[src/rtl/uart_tx_frame_gen.sv]
// UART transmit frame generator: start bit, LSB-first payload, optional parity,
// one or two stop bits, with optional back-to-back framing at the bit rate.
module uart_tx_frame_gen #(
  parameter int DATA_WIDTH = 8,
  parameter bit B2B_EN     = 1'b1
) (
  input  logic                  CLK,
  input  logic                  RST,
  input  logic [DATA_WIDTH-1:0] P_DATA,
  input  logic                  Data_Valid,
  input  logic                  PAR_EN,
  input  logic                  PAR_TYP,
  input  logic                  STOP2,
  output logic                  TX_OUT,
  output logic                  busy,
  output logic                  frame_done
);

  localparam int CNT_W = (DATA_WIDTH > 1) ? $clog2(DATA_WIDTH) : 1;
  localparam logic [CNT_W-1:0] LAST_BIT = CNT_W'(DATA_WIDTH - 1);

  typedef enum logic [2:0] {
    S_IDLE,
    S_START,
    S_DATA,
    S_PARITY,
    S_STOP1,
    S_STOP2
  } state_e;

  state_e                state_q, state_d;
  logic [CNT_W-1:0]      cnt_q, cnt_d;
  logic [DATA_WIDTH-1:0] shift_q, shift_d;
  logic                  par_en_q, par_en_d;
  logic                  par_q, par_d;
  logic                  stop2_q, stop2_d;
  logic                  tx_q, tx_d;
  logic                  busy_q, busy_d;
  logic                  done_q, done_d;
  logic                  final_stop;
  logic                  accept;

  // NOTE: every always_comb output gets a default first so no path can infer a latch.
  always_comb begin
    state_d  = state_q;
    cnt_d    = cnt_q;
    shift_d  = shift_q;
    par_en_d = par_en_q;
    par_d    = par_q;
    stop2_d  = stop2_q;

    final_stop = (state_q == S_STOP2) || ((state_q == S_STOP1) && !stop2_q);
    accept     = Data_Valid && ((state_q == S_IDLE) || (B2B_EN && final_stop));

    case (state_q)
      S_IDLE:   state_d = S_IDLE;
      S_START: begin
        state_d = S_DATA;
        cnt_d   = '0;
      end
      S_DATA: begin
        shift_d = shift_q >> 1;
        if (cnt_q == LAST_BIT) begin
          state_d = par_en_q ? S_PARITY : S_STOP1;
        end else begin
          cnt_d = cnt_q + 1'b1;
        end
      end
      S_PARITY: state_d = S_STOP1;
      S_STOP1:  state_d = stop2_q ? S_STOP2 : S_IDLE;
      S_STOP2:  state_d = S_IDLE;
      default:  state_d = S_IDLE;
    endcase

    // Accept is only possible in IDLE or the final stop bit, so it overrides the walk above.
    if (accept) begin
      state_d  = S_START;
      shift_d  = P_DATA;
      par_en_d = PAR_EN;
      par_d    = (^P_DATA) ^ PAR_TYP;
      stop2_d  = STOP2;
    end
  end

  // Outputs are decoded from the next state so the registered line matches the state register.
  always_comb begin
    tx_d = 1'b1;
    case (state_d)
      S_START:  tx_d = 1'b0;
      S_DATA:   tx_d = shift_d[0];
      S_PARITY: tx_d = par_d;
      default:  tx_d = 1'b1;
    endcase
    busy_d = (state_d != S_IDLE);
    done_d = (state_d == S_STOP2) || ((state_d == S_STOP1) && !stop2_d);
  end

  // NOTE: sequential state uses non-blocking assignments so all registers update together.
  always_ff @(posedge CLK or negedge RST) begin
    if (!RST) begin
      state_q  <= S_IDLE;
      cnt_q    <= '0;
      shift_q  <= '0;
      par_en_q <= 1'b0;
      par_q    <= 1'b0;
      stop2_q  <= 1'b0;
      tx_q     <= 1'b1;
      busy_q   <= 1'b0;
      done_q   <= 1'b0;
    end else begin
      state_q  <= state_d;
      cnt_q    <= cnt_d;
      shift_q  <= shift_d;
      par_en_q <= par_en_d;
      par_q    <= par_d;
      stop2_q  <= stop2_d;
      tx_q     <= tx_d;
      busy_q   <= busy_d;
      done_q   <= done_d;
    end
  end

  assign TX_OUT     = tx_q;
  assign busy       = busy_q;
  assign frame_done = done_q;

endmodule

[config.mk]
export PLATFORM = sky130hd
export DESIGN_NAME = uart_tx_frame_gen
export DESIGN_NICKNAME = d
export VERILOG_FILES = /design/src/rtl/uart_tx_frame_gen.sv
export SDC_FILE = /design/constraint.sdc
export NUM_CORES = 1
export LEC_CHECK = 0
export BUFFER_PORTS_ARGS = -buffer_cell sky130_fd_sc_hd__buf_2
export CAP_MARGIN = 20
export CORE_AREA = 5 5 49 51
export DETAILED_ROUTE_END_ITERATION = 8
export DIE_AREA = 0 0 54 56
export PLACE_DENSITY_LB_ADDON = 0.3
export SYNTH_ARGS = -nofsm -noshare
export SYNTH_HDL_FRONTEND = slang
export SYNTH_SLANG_ARGS = --single-unit
[constraint.sdc]
create_clock -name CLK -period 5 [get_ports CLK]
set_input_delay 1 -clock CLK [delete_from_list [all_inputs] [get_ports CLK]]
set_output_delay 1 -clock CLK [all_outputs]
set_load 0.02 [all_outputs]
==> flow_metrics.env, run 1 <==
export IMPL_clock_fmax_mhz=489
export IMPL_synth_ff_latch_count=20
export IMPL_grt_antenna_before_repair=0
export IMPL_via_cell_ratio=5.33
export IMPL_cts_root_buf="sky130_fd_sc_hd__clkbuf_4"
export IMPL_floorplan_initialDensity_pct=55.4
export IMPL_drcViolationCount=0
export IMPL_numClockSinks=20
export IMPL_ys_types=34
export IMPL_cts_tree="yes"
export IMPL_yosysSeqAreaShare_pct=47.6
export IMPL_drt_first_pass_iters=5
export IMPL_grt_pass1_wl_um=3310
export IMPL_holdPathEnd="shift_q[3]"
export IMPL_floorplan_die_area_mm2=0.00302
export IMPL_drt_iter0_drc=15
export IMPL_powerDensity_mw_per_mm2=611
export IMPL_wl_per_cell_um=13.4
export IMPL_syn_num_nets=113
export IMPL_crit_reg2reg_capture="TX_OUT"
export IMPL_cts_buffers=3
export IMPL_synth_cell_area_mm2=0.00105
export IMPL_h_tree_depth=1
export IMPL_timing_max_transition_violations_final=0
export IMPL_most_common_library_cell_in_the_layout_ignoring_fill_and_taps="sky130_fd_sc_hd__dfrtp_1"
export IMPL_placed_cells_incl_taps=137
export IMPL_commonest_cells_after_routing_fill_and_taps_aside="sky130_fd_sc_hd__dfrtp_1, sky130_fd_sc_hd__nand2_1, sky130_fd_sc_hd__buf_2"
export IMPL_syn2layout_area_growth_pct=10.8
export IMPL_crit_path_end_kind="flop"
export IMPL_grt_setup_unrepaired="false"
export IMPL_fin_crit_sh_pct=40.9
export IMPL_global_router_s_overall_resource_usage_pct=15.1
export IMPL_criticalPathCategory="reg2reg"
export IMPL_hold_path_class="reg2reg"
export IMPL_worst_skew_pair_late_latency_ns=0.30
export IMPL_chip_width_um=54
export IMPL_total_leakage_power_nw=0.564
export IMPL_post_synth_cell_area_avg_um2=10.9
export IMPL_postRouteWirelength_um=1890
export IMPL_total_power_mw=0.713
export IMPL_globalRoute_totalOverflow=0
export IMPL_worst_path_max_fanout=15
export IMPL_period_minus_slack_ns=2.04
export IMPL_layout_drive_gt1_share_pct=28.1
export IMPL_hold_ws_ns=0.488
export IMPL_first_global_vias=769
export IMPL_clk_pin_slew_ns=0.11
export IMPL_timing_reg2reg_setup_slack_ns=2.96
export IMPL_postLayoutCoreUtil_pct=61.4
export IMPL_max_cap_violations=0
export IMPL_ant_nets=0
export IMPL_grt_max_degree=21
export IMPL_yosysWarnings=0
export IMPL_placeableCoreArea_mm2=0.00190
export IMPL_hold_violations=0
export IMPL_rr_worst_depth=5
export IMPL_syn_instance_count=97
export IMPL_io_buffer_count=16
export IMPL_postCtsSetupRepairBufs=0
export IMPL_hold_path_startpoint="shift_q[3]"
export IMPL_num_vias=751
export IMPL_num_ports=17
export IMPL_vdd_ir_drop_max_v=0.000336
export IMPL_final_setup_viol_count=0
export IMPL_die_h_um=56
export IMPL_finalClockSkew_ns=0.00498
export IMPL_rr_startpoint="state_q[0]"
export IMPL_fillers=159
export IMPL_timing_setup_tns_ns=0
export IMPL_cp_required_ns=5.21
export IMPL_half_perimeter_wire_length_after_placement_um=1430
export IMPL_worstPathArrival_ns=2.26
export IMPL_floorplan_rows=16
export IMPL_status="completed"
export IMPL_max_clock_path_buffers=2
export IMPL_critPathLaunchType="flop"
export IMPL_non_filler_instance_count_after_layout=141
export IMPL_gp_congestion=0.791
export IMPL_maxSlewHeadroom_pct=63.9
export IMPL_tightestPinTransition_ns=0.541
export IMPL_cts_resized=0
export IMPL_whs_path_depth=2
export IMPL_cts_hold_fix_buffers=0
export IMPL_antennaDiodeCount=0
export IMPL_layout_nets=131
[registers in the layout, indices dropped and copies added, names as in the netlist]
register / cells
par_q: 1
par_en_q: 1
frame_done: 1
TX_OUT: 1
busy: 1
cnt_q: 3
shift_q: 8
state_q: 3
stop2_q: 1
[logic make-up after synthesis]
group | share of synthesized area (%)
XOR/XNOR | 6.65
flip-flops | 47.6
multiplexers | 3.92
AO/OA/AOI/OAI | 16.9
buffers and inverters | 4.87
adder cells (fa/ha/maj) | 2.37
AND/OR/NAND/NOR | 17.7
[through the flow]
step	setup WS [ns]	area [um2]
3_3_place_gp	2.69	1130
6_report	2.96	1170
5_1_grt	2.85	1170
4_1_cts	2.97	1170
2_1_floorplan	3.07	1050
3_5_place_dp	2.67	1130
[where the power goes]
group,leakage (nW),internal [mW],switching [mW],total [mW]
registers,0.249,0.240,0.0612,0.301
clock network,0.0210,0.0444,0.0479,0.0923
logic,0.294,0.147,0.173,0.320
total,0.564,0.431,0.282,0.713
[synth_stat cells]
master	n	share of area, %
sky130_fd_sc_hd__o22a_2	1	0.95
sky130_fd_sc_hd__mux2_2	1	1.1
sky130_fd_sc_hd__a22oi_1	8	5.7
sky130_fd_sc_hd__o21ai_0	7	3.3
sky130_fd_sc_hd__and2b_2	1	0.83
sky130_fd_sc_hd__buf_6	2	2.1
sky130_fd_sc_hd__a211oi_1	1	0.71
sky130_fd_sc_hd__and4_1	1	0.83
sky130_fd_sc_hd__or3_1	1	0.59
sky130_fd_sc_hd__nor3_2	1	0.95
sky130_fd_sc_hd__nand3_1	1	0.47
sky130_fd_sc_hd__mux2_4	2	2.9
sky130_fd_sc_hd__xnor2_1	7	5.8
sky130_fd_sc_hd__xor2_1	1	0.83
sky130_fd_sc_hd__nand3b_4	1	1.9
sky130_fd_sc_hd__nor2_1	3	1.1
sky130_fd_sc_hd__a21oi_1	2	0.95
sky130_fd_sc_hd__nor3_1	1	0.47
sky130_fd_sc_hd__o21ai_2	1	0.83
sky130_fd_sc_hd__ha_1	2	2.4
sky130_fd_sc_hd__dfstp_2	1	2.5
sky130_fd_sc_hd__a311oi_2	1	1.4
sky130_fd_sc_hd__a21boi_0	1	0.71
sky130_fd_sc_hd__nand2b_1	2	1.2
sky130_fd_sc_hd__o21bai_1	1	0.71
sky130_fd_sc_hd__or2b_2	1	0.83
sky130_fd_sc_hd__nor3b_4	1	1.8
sky130_fd_sc_hd__clkbuf_8	1	1.3
sky130_fd_sc_hd__or2b_1	1	0.71
sky130_fd_sc_hd__dfrtp_1	19	45
sky130_fd_sc_hd__o41ai_1	1	0.83
sky130_fd_sc_hd__nand2_1	17	6.1
sky130_fd_sc_hd__o21a_1	1	0.71
sky130_fd_sc_hd__inv_1	4	1.4
[routing by layer]
metal  vias to the layer above  routed length (um)  global-route usage [%]
met5                         -                   0                       0
met4                         0                  40                    8.54
met3                         4                  88                    3.75
met2                        15                 909                    22.3
met1                       358                 846                    19.6
li1                        374                   -                       -
[critical path, stage by stage (launching register included)]
cell and delay, ns:
sky130_fd_sc_hd__dfrtp_1 0.59, sky130_fd_sc_hd__nand3b_4 0.22, sky130_fd_sc_hd__and4_1 0.55, sky130_fd_sc_hd__mux2_4 0.35, sky130_fd_sc_hd__nor3_2 0.19, sky130_fd_sc_hd__a311oi_2 0.06
[worst max path at each step]
stage                    start     end
detailed placement  Data_Valid  TX_OUT
global placement    Data_Valid  TX_OUT
CTS                 state_q[0]  TX_OUT
finish              state_q[0]  TX_OUT
floorplan           Data_Valid  TX_OUT
global route        state_q[0]  TX_OUT
[layout make-up]
type                    count  area (um2)  area share (%)
flip-flops and latches     20         502            43.0
well taps                  27        33.8            2.89
clock buffers               4        36.3            3.11
inverters                   4        15.0            1.29
repair buffers             16        80.1            6.86
multi-input cells          70         500            42.9
(Power assumes the default switching activity.)
==> inputs of run 2 (changes only) <==
--- a/config.mk
+++ b/config.mk
@@ -7,9 +7,9 @@
 export LEC_CHECK = 0
 export BUFFER_PORTS_ARGS = -buffer_cell sky130_fd_sc_hd__buf_2
 export CAP_MARGIN = 20
-export CORE_AREA = 5 5 49 51
+export CORE_AREA = 5 5 62 47
 export DETAILED_ROUTE_END_ITERATION = 8
-export DIE_AREA = 0 0 54 56
+export DIE_AREA = 0 0 67 52
 export PLACE_DENSITY_LB_ADDON = 0.3
 export SYNTH_ARGS = -nofsm -noshare
 export SYNTH_HDL_FRONTEND = slang
==> constraint.sdc (replaced) <==
create_clock -name CLK -period 1.85 [get_ports CLK]
set_input_delay 0.37 -clock CLK [delete_from_list [all_inputs] [get_ports CLK]]
set_output_delay 0.37 -clock CLK [all_outputs]
set_load 0.02 [all_outputs]
==> run 2 against run 1 <==
The run now ends with negative hold slack left. Sequential share of layout area is 1.4 points lower. Global-route usage is 1.6 points lower. Clock skew is essentially flat. Count of clock-buffer cells in the layout did not move. Setup slack lost 2.9 ns. Die area is 15% higher. Via count grew 0.80%. Core utilization decreased by 9.0 points. Cell count up 7.8%. Flip-flop and latch count is the same. Non-clock buffer count grew 4. Critical path type unchanged. Critical endpoint unchanged.
==> flow_metrics.env, run 2 (synthesis gave the netlist of run 1 again) <==
export IMPL_status="finished, violations left"
export IMPL_failed_checks="negative hold slack"
export IMPL_gp_congestion=0.762
export IMPL_global_router_s_overall_resource_usage_pct=13.5
export IMPL_drcViolationCount=0
export IMPL_hold_path_class="in2async"
export IMPL_numClockSinks=20
export IMPL_vdd_ir_drop_max_v=0.000836
export IMPL_ant_nets=0
export IMPL_worst_path_max_fanout=11
export IMPL_via_cell_ratio=4.98
export IMPL_syn2layout_area_growth_pct=14.8
export IMPL_criticalPathCategory="reg2reg"
export IMPL_final_setup_viol_count=0
export IMPL_detailedPlace_worstSlack_ns=0.0610
export IMPL_grt_setup_unrepaired="false"
export IMPL_largest_registers="shift_q: 8 flops, cnt_q: 3 flops, state_q: 3 flops"
export IMPL_rr_startpoint="state_q[0]"
export IMPL_timing_max_transition_violations_final=0
export IMPL_layout_drive_gt1_share_pct=32.2
export IMPL_first_global_vias=754
export IMPL_hold_violations=9
export IMPL_postLayoutCoreUtil_pct=52.4
export IMPL_hold_ws_ns=-0.00892
export IMPL_floorplan_die_area_mm2=0.00348
export IMPL_cts_root_buf="sky130_fd_sc_hd__clkbuf_4"
export IMPL_chip_width_um=67
export IMPL_worstPathArrival_ns=1.98
export IMPL_postRouteWirelength_um=2050
export IMPL_crit_path_end_kind="flop"
export IMPL_crit_reg2reg_capture="TX_OUT"
export IMPL_non_filler_instance_count_after_layout=152
export IMPL_cts_tree="yes"
export IMPL_period_minus_slack_ns=1.76
export IMPL_grt_max_degree=21
export IMPL_h_tree_depth=1
export IMPL_tightestPinTransition_ns=0.451
export IMPL_maxSlewHeadroom_pct=69.9
export IMPL_max_clock_path_buffers=2
export IMPL_clk_pin_slew_ns=0.11
export IMPL_worst_setup_path_startpoint="state_q[0]"
export IMPL_grt_pass1_wl_um=3510
export IMPL_max_cap_violations=0
export IMPL_cts_buffers=3
export IMPL_cp_required_ns=2.07
export IMPL_floorplan_initialDensity_pct=45.6
export IMPL_powerDensity_mw_per_mm2=1660
export IMPL_half_perimeter_wire_length_after_placement_um=1600
export IMPL_commonest_cells_after_routing_fill_and_taps_aside="sky130_fd_sc_hd__dfrtp_1, sky130_fd_sc_hd__nand2_1, sky130_fd_sc_hd__buf_2"
export IMPL_final_critical_path_setup_slack_ns=0.0885
export IMPL_globalRoute_totalOverflow=0
export IMPL_worst_skew_pair_late_latency_ns=0.30
export IMPL_total_leakage_power_nw=0.584
export IMPL_floorplan_rows=15
export IMPL_most_common_library_cell_in_the_layout_ignoring_fill_and_taps="sky130_fd_sc_hd__dfrtp_1"
export IMPL_drt_first_pass_iters=4
export IMPL_wl_per_cell_um=13.5
export IMPL_timing_critical_path_to="TX_OUT"
export IMPL_num_ports=17
export IMPL_drt_iter0_drc=65
export IMPL_registers_top_by_ff_count="shift_q"
export IMPL_clock_fmax_mhz=568
export IMPL_finalClockSkew_ns=0.00489
export IMPL_layout_nets=135
export IMPL_placed_cells_incl_taps=148
export IMPL_timing_reg2reg_setup_slack_ns=0.09
export IMPL_io_buffer_count=16
export IMPL_placeableCoreArea_mm2=0.00231
export IMPL_antennaDiodeCount=0
export IMPL_grt_antenna_before_repair=0
export IMPL_num_vias=757
export IMPL_critPathLaunchType="flop"
export IMPL_die_h_um=52
export IMPL_rr_worst_depth=5
export IMPL_fillers=225
export IMPL_largest_register_ff_count=8
export IMPL_timing_setup_tns_ns=0
export IMPL_fin_crit_sh_pct=95.2
-- run 2: what timing repair did --
action                     in CTS  in global routing
resized for setup               0                  2
setup buffers                   0                  0
setup endpoints to repair       0                  8
hold buffers                    0                  0
hold endpoints to repair        0                  0
-- run 2: metrics by stage --
stage	area, um2	power, mW
floorplan	1050	1.55
global placement	1170	1.73
detailed placement	1170	1.76
CTS	1210	2.02
global route	1210	2.19
finish	1210	2.01
-- run 2: metal layers --
metal / global-route usage [%] / up-vias / wire length (um)
met5: 0 / - / 0
met4: 3.03 / 0 / 12
met3: 4.54 / 2 / 91
met2: 19.1 / 12 / 912
met1: 19.7 / 360 / 1040
li1: - / 383 / -
-- run 2: worst max-delay path, stage by stage (launching register included) --
cell and delay [ns]:
sky130_fd_sc_hd__dfrtp_2 0.50, sky130_fd_sc_hd__nand3b_4 0.19, sky130_fd_sc_hd__and4_1 0.29, sky130_fd_sc_hd__buf_4 0.19, sky130_fd_sc_hd__or2b_1 0.24, sky130_fd_sc_hd__a311oi_2 0.27
-- run 2: final cells by class --
| type | count | area [um2] | share of cell area (%) |
|---|---|---|---|
| sequential | 20 | 503 | 41.6 |
| timing repair buffer | 20 | 110 | 9.10 |
| clock buffer | 4 | 36.3 | 3.00 |
| multi-input combinational | 70 | 503 | 41.6 |
| tap | 34 | 42.5 | 3.52 |
| inverter | 4 | 15.0 | 1.24 |
-- run 2: power by group --
part           internal, mW  leakage, nW  switching, mW
Combinational         0.439        0.315          0.494
Sequential            0.651        0.248          0.172
Clock                 0.120       0.0210          0.136
-- run 2: worst min-delay path by stage --
stage,from,slack [ns],end,cells past startpoint
after CTS,RST,0.005,state_q[2],1
after detailed placement,RST,0.35,cnt_q[2],1
after global placement,RST,0.34,cnt_q[0],1
final,RST,-0.009,cnt_q[2],1
after global routing,RST,0.02,state_q[2],1
after floorplan,RST,0.07,busy,0
